<file path="config.mk">
export PLATFORM = sky130hd
export DESIGN_NAME = inst_fetch
export DESIGN_NICKNAME = d
export VERILOG_FILES = /design/src/rtl/inst_fetch_pkg.sv /design/src/rtl/inst_fetch.sv
export SDC_FILE = /design/constraint.sdc
export NUM_CORES = 1
export LEC_CHECK = 0
export CAP_MARGIN = 5
export CORE_MARGIN = 2
export CORE_UTILIZATION = 47
export DETAILED_ROUTE_END_ITERATION = 7
export GPL_TIMING_DRIVEN = 0
export PLACE_DENSITY = 0.86
export SLEW_MARGIN = 10
export SYNTH_ARGS = -nofsm -noshare
export SYNTH_HDL_FRONTEND = slang
export SYNTH_SLANG_ARGS = --single-unit
export TNS_END_PERCENT = 100
</file>
<file path="constraint.sdc">
create_clock -name clk -period 2.8 [get_ports clk]
set_input_delay 0.56 -clock clk [delete_from_list [all_inputs] [get_ports clk]]
set_output_delay 0.56 -clock clk [all_outputs]
set_load 0.03 [all_outputs]
</file>
<file path="src/rtl/inst_fetch_pkg.sv">
// Shared configuration for the instruction-fetch stage.
// Holds the address/instruction widths, the all-zero word, the reset
// polarity, the pc reset value and the fetch FSM state encoding.
package inst_fetch_pkg;

    localparam int AddrLen = 32;
    localparam int InstLen = 32;

    localparam logic [InstLen-1:0] ZERO_WORD   = '0;
    localparam logic               ResetEnable = 1'b1;

    localparam logic [AddrLen-1:0] PC_RESET = '0;
    localparam logic [AddrLen-1:0] PC_STEP  = 32'd4;

    // IDLE: free to issue a request; WAIT: one request outstanding.
    typedef enum logic {
        ST_IDLE = 1'b0,
        ST_WAIT = 1'b1
    } fetch_state_e;

endpackage

</file>
<file path="src/rtl/inst_fetch.sv">
// Instruction fetch stage.
// Issues one instruction-memory read at a time from an internal pc and
// presents the returned word as a registered bundle {if_valid, if_pc,
// if_inst} toward the IF/ID register. A redirect (jump_i) reloads the pc,
// flushes the bundle and, if a read is still in flight, marks its data to
// be thrown away when it arrives.
//
// Ports:
//   clk, rst        clock, synchronous active-high reset
//   stall_i         downstream cannot take the bundle this cycle
//   jump_i          one-cycle redirect request, target on jump_addr_i
//   mem_req_o       read request, address on mem_addr_o
//   mem_ready_i     memory accepts the request this cycle
//   mem_rvalid_i    one-cycle read-data pulse, data on mem_rdata_i
//   if_pc, if_inst  fetched bundle, live while if_valid is high
module inst_fetch
    import inst_fetch_pkg::*;
(
    input  logic                clk,
    input  logic                rst,
    input  logic                stall_i,
    input  logic                jump_i,
    input  logic [AddrLen-1:0]  jump_addr_i,
    output logic                mem_req_o,
    output logic [AddrLen-1:0]  mem_addr_o,
    input  logic                mem_ready_i,
    input  logic                mem_rvalid_i,
    input  logic [InstLen-1:0]  mem_rdata_i,
    output logic [AddrLen-1:0]  if_pc,
    output logic [InstLen-1:0]  if_inst,
    output logic                if_valid
);

    fetch_state_e       r_state;
    logic [AddrLen-1:0] r_pc;
    logic               r_discard;
    logic               r_if_valid;
    logic [AddrLen-1:0] r_if_pc;
    logic [InstLen-1:0] r_if_inst;

    logic w_in_reset;
    logic w_req;
    logic w_consume;

    assign w_in_reset = (rst == ResetEnable);

    // A new request is only worthwhile when the output register will be free
    // by the time data returns: either empty now or drained this cycle.
    assign w_req = !w_in_reset && (r_state == ST_IDLE) && !jump_i &&
                   (!r_if_valid || !stall_i);

    assign w_consume = r_if_valid && !stall_i;

    assign mem_req_o  = w_req;
    assign mem_addr_o = r_pc;
    assign if_valid   = r_if_valid;
    assign if_pc      = r_if_pc;
    assign if_inst    = r_if_inst;

    always_ff @(posedge clk) begin
        if (w_in_reset) begin
            r_state    <= ST_IDLE;
            r_pc       <= PC_RESET;
            r_discard  <= 1'b0;
            r_if_valid <= 1'b0;
            r_if_pc    <= ZERO_WORD;
            r_if_inst  <= ZERO_WORD;
        end else begin
            // Default: a consumed bundle empties the output register; a load
            // below on the same edge overrides this.
            if (w_consume) begin
                r_if_valid <= 1'b0;
            end

            if (jump_i) begin
                // Redirect wins over stall and over any returning data.
                r_pc       <= jump_addr_i;
                r_if_valid <= 1'b0;
                if (r_state == ST_WAIT) begin
                    if (mem_rvalid_i) begin
                        // Stale data arrives right now: drop it and go idle,
                        // nothing left in flight to discard later.
                        r_state   <= ST_IDLE;
                        r_discard <= 1'b0;
                    end else begin
                        r_discard <= 1'b1;
                    end
                end
            end else begin
                case (r_state)
                    ST_IDLE: begin
                        if (w_req && mem_ready_i) begin
                            r_state <= ST_WAIT;
                        end
                    end
                    ST_WAIT: begin
                        if (mem_rvalid_i) begin
                            r_state <= ST_IDLE;
                            if (r_discard) begin
                                r_discard <= 1'b0;
                            end else begin
                                r_if_valid <= 1'b1;
                                r_if_pc    <= r_pc;
                                r_if_inst  <= mem_rdata_i;
                                r_pc       <= r_pc + PC_STEP;
                            end
                        end
                    end
                endcase
            end
        end
    end

endmodule

</file>
* Yosys cells after proc, flatten, opt, wreduce, memory -nomap -nowiden
Index checks and enable logic that the tools add are counted.
** Cells by class
- $add $sub $neg :: 1
- Eq/ne operators :: 1
- Mux-type cells :: 17
- Bitwise gates (word level) :: 3
- Reduce and logical (&&, ||, !) cells :: 16
** Operator list (number)
- 2-to-1 mux 32 bit :: 4
- adder 32 x 3 -> 32 bit, second input constant :: 1
- 2-to-1 mux 1 bit :: 12
- logical AND 1 bit :: 5
- zero test 1 bit :: 4
- AND reduction 4 bit :: 1
- nonzero test 2 bit :: 2
- NOT 1 bit :: 3
- AND reduction 3 bit :: 1
- != test 2 bit, second input constant :: 1
- one-hot mux 1 bit (2 select lines) :: 1
- AND reduction 2 bit :: 1
- OR reduction 2 bit :: 1
- logical OR 1 bit :: 1
** Word-level totals
- Flip-flop bits (word level) :: 99
- Output and inout port bits :: 98
- Word-level logic and storage cells :: 44

* Logic depth before layout (Yosys ltp)
- Word-level depth :: 8
- Gate-level depth with buffers :: 7
- Depth with buffers taken out :: 5

* Worst setup path before layout
Ideal clock, no wire load.
- Path kind :: input to output
- Start :: input jump_i
- End :: output mem_req_o
- Arrival :: 2.422 ns
- Required time :: 2.240 ns
- Setup slack :: -0.182 ns
- Cell stages on the path :: 2
- Cell sequence :: clkbuf_1 > a2111oi_0
** Between the ends
- Cells in the longest elaborated chain, start to end :: 3
** RTL lines
- start, declared :: RTL line inst_fetch.sv:22 : input logic jump_i,
- zero test 1 bit :: RTL line inst_fetch.sv:49 : assign w_req = !w_in_reset && (r_state == ST_IDLE) && !jump_i &&
- logical AND 1 bit (2 in a row) :: RTL line inst_fetch.sv:49
- end, declared :: RTL line inst_fetch.sv:24 : output logic mem_req_o,
Every way passes these cells.

* Final worst setup path
- Start :: input mem_rvalid_i
- End :: register r_if_inst[5] (netlist: if_inst[5])
** Between the ends
- Cells in the longest elaborated chain, start to end :: 1
** RTL lines
- start, declared :: RTL line inst_fetch.sv:27 : input logic mem_rvalid_i,
- AND reduction 4 bit (no source line)
- end signal, assigned :: RTL line inst_fetch.sv:104 : r_if_inst <= mem_rdata_i;
- end, declared :: RTL line inst_fetch.sv:39 : logic [InstLen-1:0] r_if_inst;
Every way passes these cells.
A chain may end at the register's enable or synchronous reset.

==> metrics.cfg <==
[setup_path]
critPathRequiredTime_ns = 3.10
crit_type = input port to flop
ff2ff_path_depth = 5
endpoint_kind = flop
worst_r2r_startpoint = mem_addr_o[2]
worstPathMaxFanout = 10
critPathArrivalTime_ns = 2.69
r2r-end = mem_addr_o[30]
cp-start-kind = input port
r2r_slack_ns = 0.56

[timing]
drv_slew = 0
tns_ns = 0
slew_headroom_pct = 55.4
setup_viol = 0
finalClockSkew_ns = 0.0145
fin_crit_sh_pct = 85.3
fmax_ghz = 0.419
hold_viol_final = 0
rsz0062_at_grt = no
min_period_ns = 2.39
tightest_slew_ns = 0.669

[clocking]
cts_buffer_depth = 2
cts_buffers = 9
postCtsHoldBufs = 0
cts.clk_slew.worst_paths_ns = 0.11
htree_num_levels = 3
cts_num_sinks = 99
root_buffer = clkbuf_8
cts_tree = done
clock_latency_ns = 0.37

[die]
coreArea_um2 = 8680
dieArea_um2 = 9700
initial_core_util_pct = 48.3
die_x_um = 98.5
die_h_um = 98.5
num_rows = 34
ios = 168

[synth]
ys_ff_latch = 99
netlist_instances = 526
yosys_warnings = 0
ys_seq_area_share_pct = 47.2
syn_nets = 597
netlist_area_um2 = 4200
synthDistinctLibCells = 50
synth_area_per_cell_um2 = 7.98

[route]
routed-via-count = 4672
routed_wl_mm = 14.2
avgViaCountPerCell = 5.73
remaining_drc_errors = 0
ant_nets = 0
drtIter0Drc = 277
dr.pass1.iters = 5
wl_per_cell_um = 17.4

[global_route]
grt_usage_pct = 28.5
grt_pass1_vias = 4466
grt_max_degree = 19
grtUsageMet3_pct = 4.75
grt.busiest_layer = met2
grt_antenna_before_repair = 0
use_met2_pct = 46.8
grt_pass1_wl_mm = 22.4
gr-usage-met1_pct = 37.8
globalRouteOverflowTotal = 0

[place]
gp_routability_congestion = 0.901
place_hpwl_mm = 10.5
numPortBuffers = 165

[finish]
fillers = 689
layout-drive-gt1-share_pct = 4.24
area_growth_pct = 47.7
diodes = 0
final_core_util_pct = 71.4
nNetsFinal = 773
layout_common_cells = clkdlybuf4s50_1, nand2_1, dfxtp_1
final_common_cell = clkdlybuf4s50_1

[worst_hold_path]
min_path_cells = 2
hold_path_class = flop to flop
hold_end = if_inst[18]
worstHoldStart = if_inst[18]

[run_status]
status = complete, no violations

[power]
cellPowerDensity_nw_per_um2 = 468
p_leak_nw = 2.04
finalPower_mw = 2.90
ir_drop_uv = 282

[job]
max_cap_violations = 0

[cell type report]
cell class / count / area [um2] / area share, %
clock buffer: 9 / 124 / 2.00
multi-input combinational: 383 / 2030 / 32.8
tap: 108 / 135 / 2.18
inverter: 4 / 15.0 / 0.242
sequential: 99 / 1980 / 32.0
clock inverter: 7 / 85.1 / 1.37
timing repair buffer: 165 / 1650 / 26.7
buffer: 40 / 165 / 2.67
[sequential cells by signal, summed over array words and instances (netlist names)]
signal / flops
r_discard: 1
if_inst: 32
mem_addr_o: 32
if_pc: 32
r_state: 1
if_valid: 1
[stage by stage]
stage,cell area [um2],setup WS [ns],hold slack (ns),std cells
after floorplan,4200,0.240,0.489,526
after global placement,5980,0.0265,0.442,799
after detailed placement,5980,0.0306,0.449,799
after CTS,6190,0.0122,0.463,815
after global routing,6190,0.282,0.475,815
final,6190,0.411,0.462,815
[synth_stat cells, drive strengths merged]
cell	number	area, um2
a2111oi	2	18.8
a211oi	10	75.1
a21boi	1	7.51
a21oi	69	345
a311oi	12	105
a31oi	1	6.26
a32oi	2	17.5
and2	2	12.5
and3	7	45.1
and3b	1	8.76
and4	5	45.0
buf	10	52.6
clkbuf	30	113
dfxtp	99	1980
ha	1	12.5
inv	4	15.0
mux2i	3	30.0
nand2	144	541
nand2b	2	12.5
nand3	12	70.1
nand3b	2	15.0
nand4	16	106
nor2	29	109
nor2b	3	18.8
nor3	7	35.0
nor3b	1	7.51
nor4	7	43.8
nor4b	1	8.76
o211ai	1	7.51
o21a	1	7.51
o21ai	4	20.0
o311a	3	31.3
o311ai	1	8.76
o31a	1	8.76
o31ai	10	75.1
o41a	1	11.3
or2	1	6.26
or3	2	13.8
or4	9	67.6
xnor2	4	35.0
xor2	5	43.8
[worst max path at each step]
stage	slack [ns]	to	depth (start not counted)	startpoint
3_5_place_dp	0.03	mem_req_o	3	stall_i
4_1_cts	0.01	mem_req_o	3	stall_i
5_1_grt	0.28	if_inst[5]	8	mem_rvalid_i
6_report	0.41	if_inst[5]	8	mem_rvalid_i
3_3_place_gp	0.03	mem_req_o	3	stall_i
2_1_floorplan	0.24	mem_req_o	2	jump_i
[report_power, final]
part	internal, mW	leakage, nW	total, mW	switching (mW)
registers	1.45	0.806	1.51	0.0662
clock network	0.429	0.103	0.979	0.550
logic	0.197	1.13	0.408	0.211
total	2.07	2.04	2.90	0.827
[cell families after synthesis]
family          Yosys count  synth area share (%)
mux                       3                 0.716
compound gates          119                  17.8
xor+xnor                  9                  1.88
buf+inv                  44                  4.29
flops                    99                  47.2
simple gates            251                  27.8
fa+ha+maj                 1                 0.298
[metal layers]
| layer | wire length [um] | up-vias |
|---|---|---|
| met4 | 284 | 0 |
| li1 | - | 2208 |
| met2 | 7000 | 211 |
| met3 | 1100 | 24 |
| met1 | 5820 | 2229 |
| met5 | 0 | - |
[timing repair]
item                                    in CTS  in global routing
endpoints found under the setup margin       0                  1
resized for setup                            0                  1
setup buffers                                0                  0
[critical path: stages]
cell and delay (ns):
clkdlybuf4s50_1 0.47, and3b_1 0.21, buf_2 0.16, buf_2 0.19, nand2_1 0.39, clkbuf_1 0.43
nand2_1 0.11, a21oi_1 0.17
Power figures use the tool's default switching activity.
